--- src/rtl/echo_path_generator.sv ---
// Programmable-delay, programmable-gain echo-path model: source sample (din or LFSR)
// goes into a circular delay buffer; outputs the sample plus a scaled, saturated echo.
module echo_path_generator #(
    parameter int          WIDTH     = 16,
    parameter int          MAX_LAG   = 64,
    parameter int          LAG_W     = $clog2(MAX_LAG),
    parameter int          GAIN_W    = 8,
    parameter logic [15:0] LFSR_SEED = 16'hACE1
) (
    input  logic              clk,
    input  logic              rst,
    input  logic              sample_en,
    input  logic              src_sel,
    input  logic [WIDTH-1:0]  din,
    input  logic [LAG_W-1:0]  lag_cfg,
    input  logic [GAIN_W-1:0] gain_cfg,
    output logic [WIDTH-1:0]  sig_out,
    output logic [WIDTH-1:0]  echo_out,
    output logic              out_valid,
    output logic              echo_primed
);

    localparam int PW = WIDTH + GAIN_W + 1;
    localparam logic [LAG_W:0] FILL_MAX = (LAG_W + 1)'(MAX_LAG);

    logic [15:0]          lfsr;
    logic [15:0]          lfsr_next;
    logic [LAG_W-1:0]     wr_ptr;
    logic [LAG_W-1:0]     rd_addr;
    logic [LAG_W:0]       fill;
    logic [WIDTH-1:0]     mem [MAX_LAG];
    logic [WIDTH-1:0]     lfsr_sample;
    logic [WIDTH-1:0]     sample;
    logic [WIDTH-1:0]     tap;
    logic [WIDTH-1:0]     echo_sat;
    logic signed [PW-1:0] prod;
    logic signed [PW-1:0] shifted;
    logic                 primed;

    generate
        if (WIDTH <= 16) begin : g_lfsr_msb
            assign lfsr_sample = lfsr[15 -: WIDTH];
        end else begin : g_lfsr_sext
            assign lfsr_sample = {{(WIDTH-16){lfsr[15]}}, lfsr};
        end
    endgenerate

    assign lfsr_next = {1'b0, lfsr[15:1]} ^ (lfsr[0] ? 16'hB400 : 16'h0000);
    assign sample    = src_sel ? lfsr_sample : din;
    assign rd_addr   = wr_ptr - lag_cfg;
    // lag 0 bypasses the buffer so the sample being written is never read back stale
    assign tap       = (lag_cfg == '0) ? sample : mem[rd_addr];
    // fill excludes the current sample, so lag < fill+1 becomes lag <= fill
    assign primed    = ({1'b0, lag_cfg} <= fill);

    always_comb begin
        prod    = $signed({{(GAIN_W+1){tap[WIDTH-1]}}, tap})
                * $signed({{(WIDTH+1){1'b0}}, gain_cfg});
        shifted = prod >>> (GAIN_W - 1);
        if ((&shifted[PW-1:WIDTH-1]) || ~(|shifted[PW-1:WIDTH-1])) begin
            echo_sat = shifted[WIDTH-1:0];
        end else if (shifted[PW-1]) begin
            echo_sat = {1'b1, {(WIDTH-1){1'b0}}};
        end else begin
            echo_sat = {1'b0, {(WIDTH-1){1'b1}}};
        end
    end

    // Buffer contents are left uncleared; the fill counter masks stale entries.
    always_ff @(posedge clk) begin
        if (sample_en) begin
            mem[wr_ptr] <= sample;
        end
    end

    always_ff @(posedge clk or posedge rst) begin
        if (rst) begin
            lfsr        <= LFSR_SEED;
            wr_ptr      <= '0;
            fill        <= '0;
            sig_out     <= '0;
            echo_out    <= '0;
            out_valid   <= 1'b0;
            echo_primed <= 1'b0;
        end else begin
            out_valid <= sample_en;
            if (sample_en) begin
                if (src_sel) begin
                    lfsr <= lfsr_next;
                end
                wr_ptr      <= wr_ptr + 1'b1;
                if (fill != FILL_MAX) begin
                    fill <= fill + 1'b1;
                end
                sig_out     <= sample;
                echo_out    <= primed ? echo_sat : '0;
                echo_primed <= primed;
            end
        end
    end

endmodule

--- config.mk ---
export PLATFORM = sky130hd
export DESIGN_NAME = echo_path_generator
export DESIGN_NICKNAME = d
export VERILOG_FILES = /design/src/rtl/echo_path_generator.sv
export SDC_FILE = /design/constraint.sdc
export NUM_CORES = 1
export LEC_CHECK = 0
export CAP_MARGIN = 10
export CORE_MARGIN = 3
export CORE_UTILIZATION = 55
export CTS_BUF_LIST = sky130_fd_sc_hd__clkbuf_4 sky130_fd_sc_hd__clkbuf_8
export DETAILED_ROUTE_END_ITERATION = 12
export PLACE_DENSITY_LB_ADDON = 0.3
export REMOVE_ABC_BUFFERS = 1
export SYNTH_ARGS = -nofsm -noshare
export SYNTH_HDL_FRONTEND = slang
export SYNTH_SLANG_ARGS = --single-unit
--- constraint.sdc ---
create_clock -name clk -period 9.1 [get_ports clk]
set_clock_uncertainty 0.1 [all_clocks]
set_input_delay 2.275 -clock clk [delete_from_list [all_inputs] [get_ports clk]]
set_output_delay 2.275 -clock clk [all_outputs]
set_load 0.02 [all_outputs]
==> flow_summary.toml, run 1 <==
[outcome]
outcome = "finished, violations left"
violations = "negative setup slack"

[routing]
finalWirelength_um = 119000
ant_nets = 0
route.detailed.drc = 0
drt-pass1-iter-count = 5
viasPerCell = 6.04
vias = 26500
drt_iter0_drc = 3306
wire_per_inst_um = 27.1

[synth]
synthMostInstantiatedCell = "edfxtp_1"
postSynth.asyncResetShare = 0.0580
synth.area.top_cells = "edfxtp_1 (64%), mux4_2 (15%), fa_1 (4.3%)"
yosysTopAreaCellShare = 0.645
syn_inst = 2550
synth_edf_count = 1024
seq_area_frac_synth = 0.678
ys_ff_latch = 1087
synth_ff_type = "edfxtp_1"
yosys_warnings = 0
syn_area_um2 = 47700
ys_types = 67
yosysTopAreaCell = "edfxtp_1"
synth_commonest_cells = "edfxtp_1 (1024), mux4_2 (312), inv_1 (180), nand2_1 (105), nor2_1 (104)"
syn_avg_cell_area_um2 = 18.7

[die]
core_um2 = 85500
initial_core_util = 0.557
die_w_um = 300
row_count = 107
die_h_um = 300
dieArea_um2 = 90300
pin_count = 68

[sta]
slew_viol_final = 0
setup_tns_ns = -6.51
period_share = 1.05
tightest_slew_ns = 1.25
rsz0062_at_grt = "yes"
max_freq_ghz = 0.105
fin_crit_ns = 9.54
worst_slack_ns = -0.436
hold_viol = 0
setup_violations = 16
slew_headroom = 0.165

[final_layout]
fin_cells = 4393
drive_gt1_frac = 0.371
area_growth_pct = 20.8
design_area_um2 = 57600
nNetsFinal = 3309

[place]
place_inst = 4010
dpl.hpwl_um = 74100
dpl_cell_area_um2 = 52700
portBuffers = 67
gp_congestion = 0.928

[setup_path]
critical_path_class = "input pin to flip-flop"
crit_buf_inv = 11
max_stage_delay_ns = 0.87
r2r_start = "wr_ptr[0]$_DFFE_PP0P_"
startpoint_type = "input pin"
crit_required_ns = 9.73
cp-end-kind = "flip-flop"
startpoint = "lag_cfg[0]"
r2r_cells = 36
cp_top_family = "adder cells"
critical_path_cell_count = 36
slowest_stage = "fa_4"
cp_max_fo = 6
critical_path_arrival_ns = 10.16

[clocking]
h-tree-depth = 4
clockBufferDepth = 3
cts_sinks = 1087
clkLatencyLatePin_ns = 0.85
cts-buffers-inserted = 171
clkTransAtPathRegs_ns = 0.06
cts_tree = "done"
root_buffer = "clkbuf_8"

[global_route]
grt_pass1_vias = 27700
grt_max_degree = 65
track_usage = 0.269
gr-total-overflow = 0
grt_antenna_before_repair = 3
grt_pass1_wl_um = 177000

[min_path]
hold_class = "flip-flop to flip-flop"
hp-start = "echo_primed$_DFFE_PP0P_"
whs_path_depth = 1

[run]
maxCapViolCount = 0
per-layer routing:
metal | part of all wire | track usage
met5 | 0 | 0
met4 | 0.031 | 0.0945
met3 | 0.11 | 0.0658
met2 | 0.48 | 0.424
met1 | 0.38 | 0.372
registers in the layout, summed over array words and instances, names as in the netlist:
| name | cells |
|---|---|
| wr_ptr | 6 |
| echo_out | 16 |
| mem | 1024 |
| echo_primed | 1 |
| sig_out | 16 |
| fill | 7 |
| out_valid | 1 |
| lfsr | 16 |
stage by stage:
step                utilization  hold WS, ns  worst slack, ns
finish                    0.673        0.395           -0.436
global route              0.673        0.409           -0.576
CTS                       0.666        0.399           -0.321
detailed placement        0.616        0.390            -1.96
global placement          0.616        0.382            -1.89
floorplan                     -        0.363            -9.65
area by class of cell:
cell class	count	area (um2)
flip-flops and latches	1087	32300
fillers	5357	28000
multi-input cells	1160	14700
repair buffers	510	4990
clock buffers	221	2790
well taps	1144	1430
inverters	183	687
clock inverters	87	641
diodes	1	2.50
cell families after synthesis:
kind of cell,after synthesis,share of synthesized area
buffers and inverters,303,0.0255
muxes,390,0.165
DFF,1087,0.678
adders and majority gates,162,0.0586
xor gates and xnor gates,38,0.00745
and+or+nand+nor,401,0.0408
AOI/OAI and AO/OA,169,0.0250
path summary, 6_finish.rpt:
| kind | end | slack [ns] |
|---|---|---|
| min reg2reg | echo_primed$_DFFE_PP0P_ | 0.40 |
| min | echo_primed$_DFFE_PP0P_ | 0.40 |
| max in group asynchronous | lfsr[1]$_DFFE_PP0P_ | 6.29 |
| max reg2reg | echo_out[6]$_DFFE_PP0P_ | 0.59 |
| max | echo_out[6]$_DFFE_PP0P_ | -0.44 |
| min in group asynchronous | wr_ptr[4]$_DFFE_PP0P_ | 1.96 |
layout by cell type (no fill, tap or decap), types with 28 or more instances in the layout:
cell type        netlist  final
mux4_2               312    312
edfxtp_1            1024   1024
buf_4                  0    362
dfrtp_1               55     55
clkbuf_8               0    181
clkinv_1               0     36
a21oi_1               54     46
mux2i_1               61     55
inv_2                  3     33
clkdlybuf4s50_1        0     63
nor2_1               104    100
buf_12                 2     48
nand2_1              105     99
fa_1                 102     98
ha_1                  60     48
nor2b_1               64     61
clkinv_2               0     28
inv_1                180    150
nand2b_1              37     30
clkbuf_4               0     40
repair_timing:
item                       in CTS  in global routing
pin swaps                      59                 61
hold buffers                    0                  0
buffers inserted               28                 38
setup endpoints to repair      16                 16
gates resized for setup        90                 57
gates cloned                    8                  4
hold endpoints to repair        0                  0
Power of run 1 is left out: the tool's default activity adds up to more than one toggle a clock period on the data nets, which glitch-free logic cannot reach.
==> run 2: changes to the inputs <==
Settings changed: DONT_BUFFER_PORTS from default to 1, REMOVE_ABC_BUFFERS 1 to default, SKIP_LAST_GASP from default to 1.
==> flow_summary.toml, run 2 (synthesis results as in run 1) <==
[setup_path]
critical_path_arrival_ns = 9.86
critical_path_class = "input pin to flip-flop"
cp-end-kind = "flip-flop"
startpoint_type = "input pin"
cp_max_fo = 7
crit_required_ns = 9.69
crit_top_cell = "fa_1"
reg2reg_slack_ns = 0.77
max_stage_delay_ns = 0.84
slowest_stage = "fa_4"

[place]
portBuffers = 0
place_inst = 3896
gp_congestion = 0.881
dpl.hpwl_um = 72200

[global_route]
grt_max_degree = 66
gr-total-overflow = 0
track_usage = 0.263
grt_antenna_before_repair = 2
grt_pass1_vias = 26900
grt_pass1_wl_um = 173000

[clocking]
cts_sinks = 1087
clockBufferDepth = 3
clkTransAtPathRegs_ns = 0.06
cts_tree = "done"
root_buffer = "clkbuf_8"
clkLatencyLatePin_ns = 0.83
h-tree-depth = 4
hold_buffers = 0
cts-buffers-inserted = 168

[final_layout]
largest_reg_flops = 1024
top_register = "mem"
final_common_cell = "edfxtp_1"
fillers = 5520
drive_gt1_frac = 0.352
nNetsFinal = 3160
area_growth_pct = 17.6
fin_cells = 4243
layout_common_cells = "edfxtp_1 (1024), mux4_2 (312), buf_4 (289), clkbuf_8 (175), inv_1 (161)"

[synth]
synth_nets = 2746

[sta]
worst_slack_ns = -0.170
setup_violations = 15
rsz0062_at_grt = "yes"
max_freq_ghz = 0.108
hold_viol = 0
hold-worst-slack_ns = 0.404
fin_crit_ns = 9.27
tightest_slew_ns = 1.25
slew_viol_final = 0
period_share = 1.02
slew_headroom = 0.167

[die]
dieArea_um2 = 90300
core_um2 = 85500
row_count = 107
die_h_um = 300
initial_core_util = 0.557
die_w_um = 300
pin_count = 68

[min_path]
hold_class = "flip-flop to flip-flop"

[routing]
wire_per_inst_um = 27.3
viasPerCell = 6.11
finalWirelength_um = 116000
drt_iter0_drc = 3133
ant_nets = 0
vias = 25900
route.detailed.drc = 0
drt-pass1-iter-count = 6

[outcome]
outcome = "finished, violations left"
violations = "negative setup slack"

[run]
maxCapViolCount = 0
-- run 2: cell types whose count changed in the layout (fill, tap and decap cells not counted), sizes merged --
cell | before | now
clkbuf | 226 | 230
bufinv | 6 | 4
clkdlybuf4s50 | 63 | 0
clkinvlp | 3 | 2
clkinv | 67 | 62
dlymetal6s2s | 1 | 0
buf | 438 | 358
inv | 194 | 192
-- run 2: per-stage QoR --
| stage | util | worst slack (ns) | instance area [um2] | TNS, ns |
|---|---|---|---|---|
| after floorplan | - | -0.751 | 48200 | -10.74 |
| after global placement | 0.607 | -1.10 | 51900 | -16.97 |
| after detailed placement | 0.607 | -1.10 | 51900 | -17.01 |
| after CTS | 0.652 | 0.000705 | 55700 | 0 |
| after global routing | 0.655 | -0.394 | 56100 | -4.95 |
| final | 0.655 | -0.170 | 56100 | -1.91 |
-- run 2: layer usage --
metal | wire (um) | part of all wire | global-route usage
met1 | 44100 | 0.38 | 0.367
met2 | 55400 | 0.48 | 0.412
met3 | 12800 | 0.11 | 0.0642
met4 | 3570 | 0.031 | 0.0953
met5 | 13 | 0.00011 | 0
-- run 2: what timing repair did --
action,CTS,global route
gates cloned,7,4
endpoints found under the setup margin,15,15
pin swaps,19,12
gates resized for setup,49,23
buffers inserted,19,11
-- run 2: cell type report --
type                       count  area, um2  area share
antenna                        1       2.50   0.0000446
clock buffer                 227       2800      0.0499
clock inverter                77        489     0.00872
inverter                     183        687      0.0123
multi-input combinational   1160      14600       0.261
sequential                  1087      32300       0.577
tap                         1144       1430      0.0255
timing repair buffer         364       3680      0.0657
-- run 2: worst max-delay path: cells and delay by family --
kind	cells	cell delay, ns
AOI/OAI and AO/OA	10	1.48
buffers and inverters	8	0.95
and+or+nand+nor	3	0.37
muxes	4	1.31
xor gates and xnor gates	1	0.17
adders and majority gates	7	3.24
-- run 2: final timing paths --
kind | startpoint | end | cells past startpoint
max in group asynchronous | rst | lfsr[9]$_DFFE_PP0P_ | 2
max reg2reg | wr_ptr[0]$_DFFE_PP0P_ | echo_out[14]$_DFFE_PP0P_ | 34
min reg2reg | lfsr[10]$_DFFE_PP1P_ | lfsr[10]$_DFFE_PP1P_ | 2
max | lag_cfg[0] | echo_out[14]$_DFFE_PP0P_ | 33
min in group asynchronous | rst | fill[1]$_DFFE_PP0P_ | 2
min | lfsr[10]$_DFFE_PP1P_ | lfsr[10]$_DFFE_PP1P_ | 2
Power of run 2 is left out for the same reason.
